**src/rtl/flit_in_inf_pkg.sv**
```systemverilog
//------------------------------------------------------------------------------
// flit_in_inf_pkg: shared timestamp constants and wrapped time comparison.
// Revision: 1.0
//------------------------------------------------------------------------------
`default_nettype none

package flit_in_inf_pkg;

   localparam int TS_WIDTH_DEF = 16;
   localparam int LATENCY_DEF  = 1;
   localparam int TS_MAX_W     = 32;

   // True when a <= b on a wrapping w-bit time line (MSB of b - a clear).
   function automatic logic ts_wrap_le(input logic [TS_MAX_W-1:0] a,
                                       input logic [TS_MAX_W-1:0] b,
                                       input int                  w);
      logic [TS_MAX_W-1:0] d;
      d = (b - a) >> (w - 1);
      return ~d[0];
   endfunction

endpackage

`default_nettype wire

```
**src/rtl/flit_in_inf_ts_stage_fifo.sv**
```systemverilog
//------------------------------------------------------------------------------
// ts_stage_fifo: 2-entry FIFO of stamped flits; push and pop may coincide.
// Revision: 1.0
//------------------------------------------------------------------------------
`default_nettype none

module ts_stage_fifo #(
   parameter int W = 8
) (
   input  logic         clock,
   input  logic         reset,
   input  logic         i_push,
   input  logic [W-1:0] i_push_data,
   input  logic         i_pop,
   output logic [W-1:0] o_head,
   output logic [1:0]   o_count
);

   logic [W-1:0] r_mem [2];
   logic         r_rd_ptr;
   logic         r_wr_ptr;
   logic [1:0]   r_cnt;
   logic         w_push;
   logic         w_pop;

   assign w_pop  = i_pop & (r_cnt != 2'd0);
   assign w_push = i_push & ((r_cnt != 2'd2) | w_pop);

   always_ff @(posedge clock) begin
      if (reset) begin
         r_mem[0] <= '0;
         r_mem[1] <= '0;
         r_rd_ptr <= 1'b0;
         r_wr_ptr <= 1'b0;
         r_cnt    <= 2'd0;
      end else begin
         if (w_push) begin
            r_mem[r_wr_ptr] <= i_push_data;
            r_wr_ptr        <= ~r_wr_ptr;
         end
         if (w_pop) begin
            r_rd_ptr <= ~r_rd_ptr;
         end
         case ({w_push, w_pop})
            2'b10:   r_cnt <= r_cnt + 2'd1;
            2'b01:   r_cnt <= r_cnt - 2'd1;
            default: r_cnt <= r_cnt;
         endcase
      end
   end

   assign o_head  = r_mem[r_rd_ptr];
   assign o_count = r_cnt;

endmodule

`default_nettype wire

```
**src/rtl/flit_in_inf.sv**
```systemverilog
//------------------------------------------------------------------------------
// flit_in_inf: stamps incoming flits with their due time and feeds the FQ.
// Revision: 1.0
//------------------------------------------------------------------------------
`default_nettype none

module flit_in_inf
   import flit_in_inf_pkg::*;
#(
   parameter int TS_WIDTH   = TS_WIDTH_DEF,
   parameter int FLIT_WIDTH = 36,
   parameter int LATENCY    = LATENCY_DEF,
   parameter int DEPTH      = 16,
   parameter int CW         = $clog2(DEPTH + 1)
) (
   input  logic                  clock,
   input  logic                  reset,
   input  logic [TS_WIDTH-1:0]   sim_time,
   input  logic                  in_valid,
   input  logic [FLIT_WIDTH-1:0] in_flit,
   output logic                  in_ready,
   output logic                  enq_valid,
   output logic [FLIT_WIDTH-1:0] enq_flit,
   output logic [TS_WIDTH-1:0]   enq_timestamp,
   input  logic                  fq_dequeue,
   output logic [CW-1:0]         fq_count,
   output logic                  late_error
);

   localparam int SW = FLIT_WIDTH + TS_WIDTH;

   logic [TS_WIDTH-1:0] w_stamp;
   logic [SW-1:0]       w_head;
   logic [1:0]          w_stage_cnt;
   logic                w_accept;
   logic                w_deq_ok;
   logic                w_on_time;
   logic [CW-1:0]       r_fq_count;
   logic                r_late;

   assign w_stamp  = sim_time + TS_WIDTH'(LATENCY);
   assign in_ready = (w_stage_cnt != 2'd2);
   assign w_accept = in_valid & in_ready;

   ts_stage_fifo #(
      .W (SW)
   ) u_stage (
      .clock       (clock),
      .reset       (reset),
      .i_push      (w_accept),
      .i_push_data ({in_flit, w_stamp}),
      .i_pop       (enq_valid),
      .o_head      (w_head),
      .o_count     (w_stage_cnt)
   );

   assign enq_flit      = w_head[SW-1:TS_WIDTH];
   assign enq_timestamp = w_head[TS_WIDTH-1:0];
   assign enq_valid     = (w_stage_cnt != 2'd0) & (r_fq_count != CW'(DEPTH));

   // Illegal dequeue on an empty FQ is ignored so the count cannot underflow.
   assign w_deq_ok  = fq_dequeue & (r_fq_count != '0);
   assign w_on_time = ts_wrap_le(TS_MAX_W'(sim_time), TS_MAX_W'(enq_timestamp), TS_WIDTH);

   always_ff @(posedge clock) begin
      if (reset) begin
         r_fq_count <= '0;
         r_late     <= 1'b0;
      end else begin
         case ({enq_valid, w_deq_ok})
            2'b10:   r_fq_count <= r_fq_count + CW'(1);
            2'b01:   r_fq_count <= r_fq_count - CW'(1);
            default: r_fq_count <= r_fq_count;
         endcase
         if (enq_valid && !w_on_time) begin
            r_late <= 1'b1;
         end
      end
   end

   assign fq_count   = r_fq_count;
   assign late_error = r_late;

   a_no_underflow: assert property (@(posedge clock) disable iff (reset)
      !(fq_dequeue && (r_fq_count == '0)));

endmodule

`default_nettype wire
```
**config.mk**
```make
export PLATFORM = sky130hd
export DESIGN_NAME = flit_in_inf
export DESIGN_NICKNAME = d
export VERILOG_FILES = /design/src/rtl/flit_in_inf_pkg.sv /design/src/rtl/flit_in_inf_ts_stage_fifo.sv /design/src/rtl/flit_in_inf.sv
export SDC_FILE = /design/constraint.sdc
export NUM_CORES = 1
export LEC_CHECK = 0
export BUFFER_PORTS_ARGS = -buffer_cell sky130_fd_sc_hd__buf_2
export CORE_MARGIN = 5
export CORE_UTILIZATION = 57
export CTS_BUF_LIST = sky130_fd_sc_hd__clkbuf_4 sky130_fd_sc_hd__clkbuf_8
export DETAILED_ROUTE_END_ITERATION = 6
export PLACE_DENSITY = 0.92
export SYNTH_ARGS = -nofsm -noshare
export SYNTH_HDL_FRONTEND = slang
export SYNTH_SLANG_ARGS = --single-unit
```
**constraint.sdc**
```tcl
create_clock -name clock -period 10.5 [get_ports clock]
set_input_delay 1.575 -clock clock [delete_from_list [all_inputs] [get_ports clock]]
set_output_delay 1.575 -clock clock [all_outputs]
set_load 0.01 [all_outputs]
```
# Word-level counts from Yosys, hierarchy flattened
# Memory sizes are Yosys's and may differ from the RTL's. A register that Yosys moved wholly into a read port is not among the register bits.
# Cells that the tools add are included.
# totals
register_bits	10
ram_bits	104
inputBits	56
mem_count	1
# memory_table
memory	words	width	read_ports	rd_clocked_by_memory_dff	wr	line	text
u_stage.r_mem	2	52	1	1	2	flit_in_inf_ts_stage_fifo.sv:19	logic [W-1:0] r_mem [2];
# op_classes
n_addsub	6
n_eq_ne	6
muxes	12
bitwise_logic	8
reduce_logical	6
# ops
cell	count
$mux W52	1
$reduce_or A52 Y1	1
$add A16 B1 Y16 const B	1
$sub A16 B16 Y16	1
$pmux W5 S2	1
$mux W1	9
$reduce_bool A2 Y1	3
$add A5 B1 Y5 const B	1
$and A1 B1 Y1	5
$ne A5 B5 Y1 const B	1
$reduce_bool A5 Y1	1
$sub A5 B1 Y5 const B	1
$eq A2 B1 Y1 const B	2
$eq A2 B2 Y1 const B	2
$pmux W2 S2	1
$add A2 B1 Y2 const B	1
$ne A2 B2 Y1 const B	1
$not A1 Y1	2
$sub A2 B1 Y2 const B	1
$logic_and A1 B1 Y1	1
$or A1 B1 Y1	1

# Depth between registers and ports, before layout
# Gate-level depths: netlist (run 1).
# logic_depth
ltp_word	10
mapped_depth	13

# Cells and area by module
# Synthesis (run 1) repeated with hierarchy kept, for this count alone.
# unflattened
hier_cells	440
hier_area_um2	5881.9
# modules_own_cells
mod	instances	cells_each	area_each_um2	seq_area_each_um2
ts_stage_fifo	1	301	4829.6	3223.1
flit_in_inf	1	139	1052.3	120.1

# Worst setup path before layout (run 1)
# OpenSTA, ideal clock, no wires.
# synth_path
path_kind	input to register
from	input in_valid
to	memory u_stage.r_mem[0][0] in the netlist's numbering, enable pin
setup_time_ns	0.473
arrival_time_ns	4.106
required_time_ns	10.027
path_slack_ns	5.922
cell_stages	2
cell_sequence	nand2_2 > o21bai_1
# synth_rtl
element	line	text
start: declaration	flit_in_inf.sv:19	input logic in_valid,
end: declaration	flit_in_inf_ts_stage_fifo.sv:19	

==> results of run 1 <==
[path summary, 6_finish.rpt]
| path | endpoint | cells after the start |
|---|---|---|
| max reg2reg | u_stage.r_mem[1][3] | 6 |
| min | late_error | 2 |
| min reg2reg | late_error | 2 |
| max | u_stage.r_mem[1][3] | 5 |
[per-stage QoR]
| stage | total power [uW] | util | std cells | setup WS [ps] | hold WS [ps] |
|---|---|---|---|---|---|
| after global routing | 1590 | 0.692 | 701 | 5900 | 505 |
| after detailed placement | 1110 | 0.652 | 669 | 5720 | 484 |
| final | 1500 | 0.692 | 701 | 6120 | 501 |
| after global placement | 1090 | 0.652 | 669 | 5830 | 481 |
| after floorplan | 955 | - | 442 | 5920 | 468 |
| after CTS | 1510 | 0.692 | 701 | 6150 | 508 |
[sequential cells by signal, summed over array words and instances (netlist names), named ones only]
name,flops
u_stage.o_count,2
fq_count,5
late_error,1
u_stage.r_wr_ptr,1
u_stage.r_mem,104
u_stage.r_rd_ptr,1
[power breakdown]
part | switching [uW] | leakage [uW] | internal, uW | total [uW]
combinational | 252 | 0.00159 | 213 | 465
sequential | 52.8 | 0.00119 | 588 | 641
clock | 184 | 0.000190 | 212 | 397
total | 489 | 0.00298 | 1010 | 1500
[layout by cell type (no fill, tap or decap), drive strengths merged, types with 2 or more instances in the layout]
| master | netlist | final |
|---|---|---|
| ha | 19 | 19 |
| or3 | 3 | 3 |
| nand2 | 9 | 9 |
| a21oi | 10 | 10 |
| xor2 | 6 | 6 |
| nor4 | 4 | 4 |
| nor2 | 44 | 44 |
| edfxtp | 104 | 104 |
| clkbuf | 23 | 17 |
| nand4 | 3 | 3 |
| and3 | 41 | 41 |
| nand3 | 8 | 8 |
| xnor2 | 18 | 18 |
| and2 | 37 | 37 |
| buf | 2 | 119 |
| mux2i | 2 | 2 |
| bufinv | 0 | 2 |
| inv | 17 | 20 |
| o21ai | 7 | 7 |
| and4 | 3 | 3 |
| dfxtp | 11 | 11 |
| mux2 | 51 | 51 |
| nor3 | 4 | 4 |
| clkinvlp | 0 | 3 |
| nand2b | 3 | 3 |
| a21o | 2 | 2 |
| clkinv | 0 | 7 |
[area by class of cell]
type / instances / area, um^2
sequential: 115 / 3340
clock buffer: 17 / 234
multi-input combinational: 285 / 2130
clock inverter: 15 / 158
fill: 676 / 2980
timing repair buffer: 119 / 606
tap: 133 / 166
inverter: 17 / 63.8
[synthesized netlist by cell type (2+ instances only)]
library cell  number
edfxtp_1         104
mux2_2            50
nor2_1            44
and3_1            41
and2_1            37
clkbuf_1          22
ha_1              19
xnor2_1           18
inv_1             17
dfxtp_1           11
a21oi_1           10
nand2_1            8
nand3_1            8
o21ai_0            7
xor2_1             6
nor4_1             4
and4_1             3
nand2b_1           3
nand4_1            3
nor3_1             3
or3_1              3
a21o_1             2
mux2i_1            2
[per-layer routing]
layer  track usage  vias up  wire (um)
met5             0        -          0
li1              -     1821          -
met2         0.375      137       6670
met3        0.0499       20        620
met1         0.241     1844       4540
met4        0.0855        0        238
[cell families after synthesis]
| family | synth area share |
|---|---|
| AO/OA/AOI/OAI | 0.0309 |
| XOR/XNOR | 0.0374 |
| adder cells (fa/ha/maj) | 0.0423 |
| buffers and inverters | 0.0298 |
| flip-flops | 0.595 |
| multiplexers | 0.106 |
| AND/OR/NAND/NOR | 0.158 |
[critical path: stages]
cell      delay, ps
buf_2           210
nor2_2          930
nand2_1         640
nand2b_2        520
buf_4           510
==> run summary, run 1 <==
Status -> finished, final reports clean
Num CTS Buffers -> 17
First-pass GRT wire length -> 19.0 mm
Area grow syn2layout -> 19.3%
DRT iter0 DRCs -> 254
Post-layout nets -> 630
Worst r2r src -> u_stage.o_count[0]
Synth top area cells -> edfxtp_1, mux2_2, and3_1
Initial antenna violation count -> 0
Die Footprint -> 0.0119 mm^2
Port bufs -> 115
GP Congestion -> 0.869
Setup TNS -> 0 ps
Worst-path maximum fanout -> 38
CP endpoint kind -> flip-flop
DRT Wirelength -> 12.1 mm
Largest net degree at the start of global routing -> 39
Sequential fraction of the synthesis area -> 0.595
Maxcap violations -> 0
Post-DRT Antenna Nets -> 0
Post-CTS setup repair buffer count -> 0
Crit path launch -> reset
Post-Syn Instances -> 442
Worst endpoint required time -> 10540 ps
Worst vdd ir -> 0.000229 V
Avg Cell Area, Syn -> 12.7 um^2
CTS Sinks -> 115
Chip Height -> 109 um
Synthesized area -> 0.00562 mm^2
Count of final setup violators -> 0
Wire per inst -> 17.2 um
Critical path class -> in -> reg
Post-Route Skew -> 11.3 ps
Syn_nets -> 517
CTS Hold Bufs -> 0
Core area -> 0.00968 mm^2
Synth Flop Type -> edfxtp_1
Post-CTS Resized -> 0
Die Wd -> 109 um
Hold Crit Start -> late_error
FP Rows -> 36
Max Transition Viols Final -> 0
Tcrit/Tclk final -> 0.417
First-pass DRT Iterations -> 4
Seq cells post-synth -> 115
Least-Margin Pin Slew -> 1160 ps
Total GRT Usage -> 0.209
Arr. time, crit path -> 4420 ps
Count of cell types in the netlist -> 40
Clk buf depth -> 2
Area post-placement -> 0.00631 mm^2
Yosys top cell area share -> 0.556
Design area -> 0.00671 mm^2
Share of cells above drive strength 1 -> 0.370
# DRC -> 0
Initial Util -> 0.580
Via count -> 3822
Power density cells -> 224 mW/mm^2
Number of synthesized flops with an enable pin -> 104
Final count of hold timing violations -> 0
Max Freq -> 0.229 GHz
Worst-skew pair later-pin latency -> 410 ps
Relative slew slack -> 0.228
Root Buffer -> clkbuf_8
CTS tree -> yes
Number of synthesis warnings -> 0
Crit path launch type -> input port
Unrepaired setup endpoints after global routing -> false
Global route total overflow -> 0
Asr flop ratio synth -> 0
Vias in the first global route -> 3944
Worst reg-to-reg setup slack -> 6830 ps
HP Class -> reg -> reg
Vias per inst -> 5.45
Post-DP HPWL -> 8.44 mm
I/O pins -> 116
Cell accounting for the most synthesized area -> edfxtp_1
Worst-path clk slew -> 70 ps
Final Critical Period -> 4380 ps
Ant diodes -> 0
H-tree depth -> 4
LEAKAGE -> 0.00298 uW
(Power assumes the default switching activity.)
==> run 2: changes to the inputs <==
ABC_AREA = 1   (was default)
CORE_UTILIZATION = 51   (was 57)
PLACE_DENSITY = 0.87   (was 0.92)
clock period = 3.7 ns   (was 10.5 ns; I/O delays follow)
==> run 2 against run 1 <==
Highest routed layer is now met5. Wire length down 1.0%. Largest power group unchanged. Count of clock-buffer cells in the layout up 1. Design area increased by 1.8%. Flip-flop and latch count did not move. Setup slack got worse by 5000 ps. Synthesized cell count up 39%.
==> run summary, run 2 <==
Port bufs -> 115 (unchanged)
Seq cells post-synth -> 115 (unchanged)
Maxcap violations -> 0 (unchanged)
Initial antenna violation count -> 1 (+1)
Worst-path clk slew -> 70 ps (about the same)
Chip Height -> 115 um (+5.5%)
Critical path class -> reg -> reg
Crit. path cell count -> 14 (+9)
Max Freq -> 0.394 GHz
Area grow syn2layout -> 20.6%
Arr. time, crit path -> 2840 ps (-1580 ps)
Worst-path maximum fanout -> 6 (-84%)
Yosys top cell area share -> 0.552 (-0.00381)
Sequential fraction of the synthesis area -> 0.591 (-0.00408)
Max reg flops -> 104 (unchanged)
Vias in the first global route -> 4120 (+4.5%)
Design area -> 0.00683 mm^2 (+1.8%)
Die Footprint -> 0.0133 mm^2 (+11%)
Syn_nets -> 691 (+34%)
CP endpoint kind -> flip-flop
Tcrit/Tclk final -> 0.686
Crit path launch -> fq_count[1]
Most common cell after layout, fill and taps aside -> nand2_1
Root Buffer -> clkbuf_8
Count of final setup violators -> 0 (unchanged)
Count of cell types in the netlist -> 33 (-18%)
Post-synth top cells -> nand2_1, nor2_1, edfxtp_1
HP Class -> in -> reg
Area post-placement -> 0.00637 mm^2 (+0.93%)
Dpl ws -> 1190 ps (-4530 ps)
CTS Sinks -> 115 (unchanged)
DRT iter0 DRCs -> 287 (+13%)
Final worst setup slack -> 1160 ps (-4960 ps)
Power density cells -> 622 mW/mm^2 (+180%)
Largest net degree at the start of global routing -> 54 (+38%)
Final Instance Count excl. Fillers -> 888 (+27%)
Worst r2r src -> fq_count[1]
Synthesized area -> 0.00566 mm^2 (+0.69%)
Worst vdd ir -> 0.000472 V (+110%)
Via count -> 4271 (+12%)
Slowest cell delay on critical path -> 370 ps (-560 ps)
CTS Hold Bufs -> 0 (unchanged)
Unrepaired setup endpoints after global routing -> false
Share of cells above drive strength 1 -> 0.233 (-0.137)
Post-CTS Resized -> 0 (unchanged)
Worst-skew pair later-pin latency -> 410 ps (about the same)
Die Wd -> 115 um (+5.5%)
Final Critical Period -> 2540 ps
Number of synthesized flops with an enable pin -> 104 (unchanged)
Avg Cell Area, Syn -> 9.19 um^2 (-28%)
Wire per inst -> 13.5 um (-22%)
Initial Util -> 0.522 (-0.0583)
I/O pins -> 116 (unchanged)
First-pass DRT Iterations -> 4 (unchanged)
Core area -> 0.0108 mm^2 (+12%)
Global route total overflow -> 0 (unchanged)
Crit-path most repeated cell -> nand2_1
Cell accounting for the most synthesized area -> edfxtp_1
GP Congestion -> 0.842 (-3.1%)
Biggest register -> u_stage.r_mem
Least-Margin Pin Slew -> 884 ps (-273 ps)
Max Transition Viols Final -> 0 (unchanged)
Worst path buffer plus inverter count -> 0 (-2)
Relative slew slack -> 0.411 (+0.183)
Post-Syn Instances -> 616 (+39%)
End of the critical path -> fq_count[4]
Number of synthesis warnings -> 0 (unchanged)
LEAKAGE -> 0.00340 uW (+14%)
# DRC -> 0 (unchanged)
Crit-path leading delay family -> simple AND/OR/NAND/NOR gates
Post-DRT Antenna Nets -> 0 (unchanged)
Status -> finished, final reports clean
Num CTS Buffers -> 17 (unchanged)
Total GRT Usage -> 0.185 (-0.0246)
Synth Flop Type -> edfxtp_1
Clk buf depth -> 2 (unchanged)
R2r endpoint -> fq_count[4]
DRT Wirelength -> 11.9 mm (-1.0%)
H-tree depth -> 4 (unchanged)
CTS tree -> yes
Post-CTS setup repair buffer count -> 0 (unchanged)
Vias per inst -> 4.81 (-12%)
Post-DP HPWL -> 8.25 mm (-2.3%)
Worst reg-to-reg setup slack -> 1160 ps (-5670 ps)
Cells after DPL -> 856 (+28%)
Crit path launch type -> flip-flop
Post-layout nets -> 810 (+29%)
Top-count cell post-synth -> nand2_1
Asr flop ratio synth -> 0 (unchanged)
Worst endpoint required time -> 4010 ps (-6530 ps)
Reg2reg path depth -> 14 (+8)
Critical Path, Cell by Cell -> nor4_1 -> nand2_1 -> o21ai_0 -> ha_1 -> xor2_1 -> ha_1 -> a21o_1 -> nand2_1 -> o21ai_1 -> a21oi_1 -> o21ai_0 -> nand2_1 -> nand2_1 -> nor2_1
Setup TNS -> 0 ps (unchanged)
Ant diodes -> 0 (unchanged)
FP Rows -> 38 (+5.6%)
Most frequent cells in the layout -> nand2_1, nor2_1, buf_2
Slowest CP cell -> dfxtp_1
Synth top area cells -> edfxtp_1, nand2_1, nor2_1
First-pass GRT wire length -> 19.2 mm (+0.69%)
Post-Route Skew -> 9.31 ps (-1.98 ps)
Final count of hold timing violations -> 0 (unchanged)
==> run 2: cell count changes in the layout (fill, tap and decap cells not counted), moves of 7 or more <==
cell     change
nor2_1      +73
and3_1      -40
xnor2_1     -16
a21oi_1      +7
nand2_1    +185
xor2_1       +7
mux2_2      -50
and2_1      -37
inv_1       +49
==> run 2: area by class of cell <==
type | count | area, um^2
Fill cell | 900 | 4020
Multi-Input combinational cell | 409 | 1970
Inverter | 71 | 267
Tap cell | 140 | 175
Timing Repair Buffer | 121 | 621
Sequential cell | 115 | 3340
Clock buffer | 18 | 241
Clock inverter | 14 | 211
==> run 2: report_power, final <==
part	leakage [uW]	internal (uW)	switching, uW
Combinational	0.00200	432	821
Sequential	0.00118	1610	73.6
Clock	0.000226	807	499
==> run 2: how the worst min path moves through the flow <==
stage / startpoint / endpoint / slack [ps] / cells past startpoint
2_1_floorplan: u_stage.r_rd_ptr / flip-flop / 430 / 1
3_3_place_gp: u_stage.r_rd_ptr / flip-flop / 440 / 1
3_5_place_dp: late_error / late_error / 440 / 2
4_1_cts: reset / late_error / 360 / 2
5_1_grt: reset / late_error / 370 / 2
6_report: reset / late_error / 380 / 2
==> run 2: cell families after synthesis <==
logic type / count (synthesis) / synth area share
buffers and inverters: 92 / 0.0634
adders and majority gates: 19 / 0.0420
AOI/OAI and AO/OA: 30 / 0.0285
xor gates and xnor gates: 15 / 0.0232
DFF: 115 / 0.591
and+or+nand+nor: 345 / 0.252
==> run 2: metrics by stage <==
| step | hold WS [ps] | power [uW] | util |
|---|---|---|---|
| global route | 372 | 4520 | 0.630 |
| floorplan | 426 | 2520 | - |
| detailed placement | 442 | 2980 | 0.588 |
| CTS | 357 | 4270 | 0.630 |
| global placement | 436 | 2950 | 0.588 |
| finish | 376 | 4240 | 0.630 |
==> run 2: routing by layer <==
layer / global-route usage / routed length [um] / vias to the layer above
li1: - / - / 2205
met1: 0.228 / 4980 / 1933
met2: 0.314 / 6010 / 113
met3: 0.0568 / 759 / 18
met4: 0.0540 / 176 / 2
met5: 0 / 20 / -
==> run 2: worst register-to-register path: stages, from the launching register on <==
cell     delay (ps)
dfxtp_1         370
nor4_1          370
nand2_1          80
o21ai_0         160
ha_1            350
xor2_1          230
ha_1            180
a21o_1          120
nand2_1          60
o21ai_1         150
a21oi_1          80
o21ai_0         110
nand2_1          80
nand2_1          60
nor2_1           40
